$ cat config.mk
export PLATFORM = sky130hd
export DESIGN_NAME = ahb_bus_arbiter
export DESIGN_NICKNAME = d
export VERILOG_FILES = /design/src/rtl/ahb_bus_arbiter.sv
export SDC_FILE = /design/constraint.sdc
export NUM_CORES = 1
export LEC_CHECK = 0
export CAP_MARGIN = 10
export CORE_ASPECT_RATIO = 0.6
export CORE_UTILIZATION = 50
export DETAILED_ROUTE_END_ITERATION = 8
export PLACE_DENSITY = 0.7
export SLEW_MARGIN = 20
export SYNTH_ARGS = -nofsm -noshare
export SYNTH_HDL_FRONTEND = slang
export SYNTH_SLANG_ARGS = --single-unit
$ cat constraint.sdc
create_clock -name HCLK -period 3.65 [get_ports HCLK]
set_input_delay 0.73 -clock HCLK [delete_from_list [all_inputs] [get_ports HCLK]]
set_output_delay 0.73 -clock HCLK [all_outputs]
set_load 0.03 [all_outputs]
$ cat src/rtl/ahb_bus_arbiter.sv
// ahb_bus_arbiter: round-robin AHB arbiter with bus parking, locked
// sequences that are never split, and a bounded per-master tenure.
//
// Ports:
//   HCLK, HRESETn  clock and asynchronous active-low reset
//   HBUSREQ        per-master bus request
//   HLOCK          per-master locked-transfer request
//   HTRANS         transfer type of the current owner (IDLE/BUSY/NSEQ/SEQ)
//   HBURST         burst type of the current owner (0 = single)
//   HREADY         slave-side ready
//   HGRANT         one-hot grant (registered)
//   HMASTER        address-phase owner index (registered)
//   HMASTLOCK      address phase is locked (registered)
module ahb_bus_arbiter #(
  parameter int NUM_MASTERS    = 4,
  parameter int DEFAULT_MASTER = 0,
  parameter int MAX_TENURE     = 16
) (
  input  logic                           HCLK,
  input  logic                           HRESETn,
  input  logic [NUM_MASTERS-1:0]         HBUSREQ,
  input  logic [NUM_MASTERS-1:0]         HLOCK,
  input  logic [1:0]                     HTRANS,
  input  logic [2:0]                     HBURST,
  input  logic                           HREADY,
  output logic [NUM_MASTERS-1:0]         HGRANT,
  output logic [$clog2(NUM_MASTERS)-1:0] HMASTER,
  output logic                           HMASTLOCK
);

  localparam int MW = $clog2(NUM_MASTERS);
  localparam int TW =
    (MAX_TENURE > 0) ? $clog2(MAX_TENURE + 1) : 1;

  localparam logic [MW-1:0] DEF_IDX = MW'(DEFAULT_MASTER);
  localparam logic [NUM_MASTERS-1:0] DEF_GRANT =
    NUM_MASTERS'(1) << DEFAULT_MASTER;
  localparam logic [TW-1:0] TMAX = TW'(MAX_TENURE);

  typedef enum logic [1:0] {
    S_PARK,
    S_OWNED,
    S_LOCKED
  } state_t;

  state_t                 r_state;
  logic [NUM_MASTERS-1:0] r_grant;
  logic [MW-1:0]          r_owner;
  logic [MW-1:0]          r_ptr;
  logic [MW-1:0]          r_master;
  logic                   r_mastlock;
  logic [TW-1:0]          r_tenure;

  logic                   w_busy;
  logic                   w_nseq;
  logic                   w_seq;
  logic                   w_idle;
  logic                   w_own_req;
  logic                   w_own_lock;
  logic                   w_others;
  logic                   w_tenure_exp;
  logic                   w_ap;
  logic                   w_found;
  logic [MW-1:0]          w_win;
  logic [MW-1:0]          w_j;
  logic                   w_win_lock;
  logic [MW-1:0]          w_nxt_owner;
  logic [NUM_MASTERS-1:0] w_nxt_grant;
  logic                   w_gchange;
  logic [TW-1:0]          w_tenure_nxt;

  // Any encoding other than BUSY/NSEQ/SEQ (including X) reads as IDLE.
  always_comb begin
    w_busy = 1'b0;
    w_nseq = 1'b0;
    w_seq  = 1'b0;
    case (HTRANS)
      2'b01:   w_busy = 1'b1;
      2'b10:   w_nseq = 1'b1;
      2'b11:   w_seq  = 1'b1;
      default: ;
    endcase
  end

  assign w_idle     = !(w_busy || w_nseq || w_seq);
  assign w_own_req  = HBUSREQ[r_owner];
  assign w_own_lock = HLOCK[r_owner];
  assign w_others   = |(HBUSREQ & ~r_grant);

  assign w_tenure_exp =
    (MAX_TENURE != 0) && (r_tenure >= TMAX);

  // A locked owner releasing HLOCK makes that edge an
  // arbitration point regardless of the transfer type.
  always_comb begin
    w_ap = 1'b0;
    if (HREADY) begin
      if (r_state == S_LOCKED) begin
        w_ap = !w_own_lock;
      end else begin
        w_ap = w_idle
            || (w_nseq && (HBURST == 3'd0))
            || (!w_own_req && !w_seq && !w_busy)
            || w_tenure_exp;
      end
    end
  end

  // Round-robin search from ptr+1; the owner is skipped in
  // the sweep and only considered once everyone else is idle.
  always_comb begin
    w_found = 1'b0;
    w_win   = r_owner;
    w_j     = '0;
    for (int i = 1; i <= NUM_MASTERS; i++) begin
      w_j = MW'((int'(r_ptr) + i) % NUM_MASTERS);
      if (!w_found && HBUSREQ[w_j] && (w_j != r_owner)) begin
        w_found = 1'b1;
        w_win   = w_j;
      end
    end
    if (!w_found && w_own_req) begin
      w_found = 1'b1;
      w_win   = r_owner;
    end
  end

  assign w_win_lock = HLOCK[w_win];

  always_comb begin
    w_nxt_owner = r_owner;
    if (w_ap) begin
      w_nxt_owner = w_found ? w_win : DEF_IDX;
    end
    w_nxt_grant = '0;
    w_nxt_grant[w_nxt_owner] = 1'b1;
  end

  assign w_gchange = (w_nxt_owner != r_owner);

  always_comb begin
    w_tenure_nxt = r_tenure;
    if (w_gchange) begin
      w_tenure_nxt = '0;
    end else if (HREADY && w_others && (r_tenure < TMAX)) begin
      w_tenure_nxt = r_tenure + TW'(1);
    end
  end

  always_ff @(posedge HCLK or negedge HRESETn) begin
    if (!HRESETn) begin
      r_state    <= S_PARK;
      r_grant    <= DEF_GRANT;
      r_owner    <= DEF_IDX;
      r_ptr      <= DEF_IDX;
      r_master   <= DEF_IDX;
      r_mastlock <= 1'b0;
      r_tenure   <= '0;
    end else begin
      r_tenure <= w_tenure_nxt;
      r_grant  <= w_nxt_grant;
      r_owner  <= w_nxt_owner;
      // Address phase follows the grant on HREADY edges only.
      if (HREADY) begin
        r_master   <= r_owner;
        r_mastlock <= w_own_lock;
      end
      if (w_ap) begin
        if (w_found) begin
          r_ptr <= w_win;
          // A lock raised on an AP only sticks if the
          // locking owner also wins that AP.
          if ((w_win == r_owner) && w_win_lock) begin
            r_state <= S_LOCKED;
          end else begin
            r_state <= S_OWNED;
          end
        end else begin
          r_state <= S_PARK;
        end
      end else if (HREADY && (r_state != S_LOCKED)
                   && w_own_lock) begin
        r_state <= S_LOCKED;
      end
    end
  end

  assign HGRANT    = r_grant;
  assign HMASTER   = r_master;
  assign HMASTLOCK = r_mastlock;

endmodule

==> results_dict.tcl <==
set metrics [dict create \
    seqPwrFrac_pct 19.9 \
    timing_worst_setup_path_type "primary input to flop" \
    finish.utilization_pct 63.77 \
    final_cycle_utilization_of_the_critical_path_pct 94.21 \
    routed_wl_mm 5.250 \
    wire_per_inst_um 18.95 \
    grt_antenna_before_repair 0 \
    clkPwrFrac_pct 8.0 \
    rsz_0062_raised_after_global_routing "false" \
    rows 16 \
    worst_skew_pair.late_latency_ns 0.26 \
    synth_cell_types 74 \
    synth_warnings 0 \
    yosysSeqAreaShare_pct 23.58 \
    peakVddDrop_mv 0.4856 \
    cp-end-kind "flop" \
    worst_hold_slack_after_final_layout_ns 0.5108 \
    overflow 0 \
    synth_fp_nets 223 \
    cts-hold-fix-buffers 0 \
    clock_tree_skew_after_final_layout_ns 0.007478 \
    min-delay-path-class "flop to flop" \
    min_from "HMASTER[0]" \
    power_density_nw_per_um2 936.0 \
    syn_area_um2 1916 \
    area.growth.synth_to_final_pct 14.63 \
    synthArstFlopShare_pct 100.0 \
    dp_slack_ns 0.001360 \
    path_depth_of_the_worst_reg2reg_path 9 \
    cts_sinks 18 \
    worst-r2r-setup-slack_ns 0.39 \
    hold_crit_endpoint "HMASTER[0]" \
    worstReg2RegStart "r_ptr[0]" \
    cts_resizes 0 \
    synthesized_area_divided_by_synthesized_cell_count_um2 9.299 \
    final_max_slew_viol_count 0 \
    fp.coreArea_um2 3443 \
    count_of_flip_flops_with_a_built_in_enable_after_synthesis 0 \
    first_pass_grt_wire_length_mm 8.556 \
    tritoncts.num_buffers 3 \
    final.fill_count 303 \
    slew-limit-headroom_pct 47.91 \
    sw_frac_of_total_pct 49.37 \
    setup-tns-final_ns 0 \
    internal-power_uw 1041 \
    highest_clock_rate_mhz 290.8 \
    layout_commonest_cell "clkdlybuf4s50_1" \
    final_critical_path_setup_slack_ns 0.2114 \
    io_buffer_count 22 \
    worst_hold_path_cell_count 1 \
    worst-endpoint-arrival_ns 3.62 \
    drt_pre_antenna_iters 4 \
    synth_flop_cell "dfrtp_1" \
    finish.net_count 250 \
    grt_start_max_net_pins 19 \
    detailedRoute.firstIterationViolations 214 \
    cp.required_ns 3.83 \
    most_frequent_cells_in_the_layout "clkdlybuf4s50_1, dfrtp_1, nand2_1, buf_4" \
    die_height_um 49.95 \
    cts_tree "yes" \
    hpwl_mm 4.108 \
    outcome "completed" \
    grt_pass1_vias 1732 \
    static-leakage-power_uw 0.0008936 \
    root_buffer "clkbuf_8" \
    finalWorstPathRequiredPeriod_ns 3.439 \
    grt_util_all_layers_pct 28.11 \
    critical_path.startpoint_type "primary input" \
    cp_max_fo 11 \
    worstMarginPinSlew_ns 0.7789 \
    p_switching_uw 1015 \
    final_antenna_net_count 0 \
    worst_setup_hold_path_clk_slew_ns 0.07 \
    diode_insertion_count_for_antenna_repair 0 \
    timing.final.hold_violations 0 \
    post_route_cells_drive_above_1_share_pct 20.69 \
    die_w_um 81.91 \
    ys_ff_latch 18 \
    setup_viol 0 \
    post-cts-setup-buffer-count 0 \
    max_cap_violations 0 \
    overall_via_count_from_detail_route 1814 \
    cts_buffer_depth 2 \
    drc_errors_left 0 \
    pin_count 23 \
    design.die.area_um2 4091 \
    global_placement_routability_congestion 0.9752 \
    vias_per_cell 6.549 \
    cts-htree-levels 1 \
    combPwrFrac_pct 72.1 \
    timing.rr.end "r_tenure[1]" \
    floorplan.initialDensity_pct 55.63 \
    syn-instance-count 206 \
]
## per-stage QoR
stage / total power, uW / std cells / instance area (um2)
detailed placement: 1854 / 273 / 2141
finish: 2055 / 277 / 2196
global placement: 1815 / 273 / 2141
global route: 2206 / 277 / 2196
floorplan: 1507 / 206 / 1916
CTS: 2029 / 277 / 2196
## state kept, by name, indices dropped and copies added (netlist names)
| name | flops |
|---|---|
| HMASTER | 2 |
| HGRANT | 4 |
| r_ptr | 2 |
| r_tenure | 5 |
| r_state | 2 |
| HMASTLOCK | 1 |
| r_owner | 2 |
## routing by layer
layer / GRT usage [%] / up-vias / part of all wire [%]
met2: 42.56 / 112 / 43
met1: 39.86 / 871 / 46
li1: - / 831 / -
met5: 0 / - / 0
met3: 9.074 / 0 / 11
met4: 3.216 / 0 / 0
## synth_stat cells (3+ instances only)
cell type,instances,share of area [%]
dfrtp_1,17,22
nand2_1,16,3.1
mux2i_1,12,6.3
mux2_2,5,2.9
xor2_1,3,1.4
inv_1,8,1.6
a31oi_1,3,0.98
mux4_2,5,5.9
and2_1,4,1.3
nand3_1,5,1.3
nor2b_1,6,2.0
nor3_1,4,1.0
nor2_1,12,2.4
o22ai_1,5,1.6
buf_6,5,2.9
o21ai_0,10,2.6
nand2b_1,6,2.0
xnor2_1,3,1.4
o221ai_1,3,1.4
a21oi_1,4,1.0
clkbuf_8,6,4.3
## worst max path at each step
| stage | start | end | slack (ns) | depth (start not counted) |
|---|---|---|---|---|
| final | HBUSREQ[2] | r_tenure[1] | 0.21 | 9 |
| after global routing | HBUSREQ[2] | r_tenure[1] | 0.05 | 9 |
| after CTS | HBUSREQ[2] | r_tenure[1] | 0.24 | 9 |
| after detailed placement | HBUSREQ[2] | r_tenure[1] | 0.001 | 9 |
| after global placement | HBUSREQ[3] | r_tenure[1] | 0.07 | 9 |
| after floorplan | HBUSREQ[3] | r_tenure[1] | 0.80 | 9 |
## power groups by stage
| stage | registers [uW] | clock network, uW | logic [uW] |
|---|---|---|---|
| final | 409 | 163 | 1480 |
| after global routing | 425 | 176 | 1600 |
| after CTS | 407 | 168 | 1450 |
| after detailed placement | 411 | 0 | 1440 |
| after global placement | 405 | 0 | 1410 |
| after floorplan | 394 | 0 | 1110 |
## cell families (layout without fill, tap and decap cells)
group / count (synthesis) / count (layout) / share of synthesized area, %
buffers and inverters: 25 / 51 / 10.71
AOI/OAI and AO/OA: 60 / 60 / 24.95
muxes: 23 / 23 / 15.87
xor gates and xnor gates: 6 / 6 / 2.744
adders and majority gates: 1 / 1 / 0.6531
and+or+nand+nor: 73 / 73 / 21.49
DFF: 18 / 18 / 23.58
## layout make-up
cell class	instances	area [um2]	area share (%)
multi-input cells	163	1259	57.32
flip-flops and latches	18	451.7	20.57
repair buffers	38	340.3	15.50
well taps	45	56.30	2.564
clock buffers	4	55.05	2.507
inverters	9	33.78	1.538
## worst max-delay path, stage by stage
cell	delay, ns
clkdlybuf4s50_1	0.61
mux4_2	0.65
and2_0	0.20
o2111a_1	0.24
a211o_1	0.28
a31o_1	0.23
and4_4	0.20
a211oi_2	0.28
nor2b_1	0.19
Note: power is estimated with default switching activity, not from simulation.
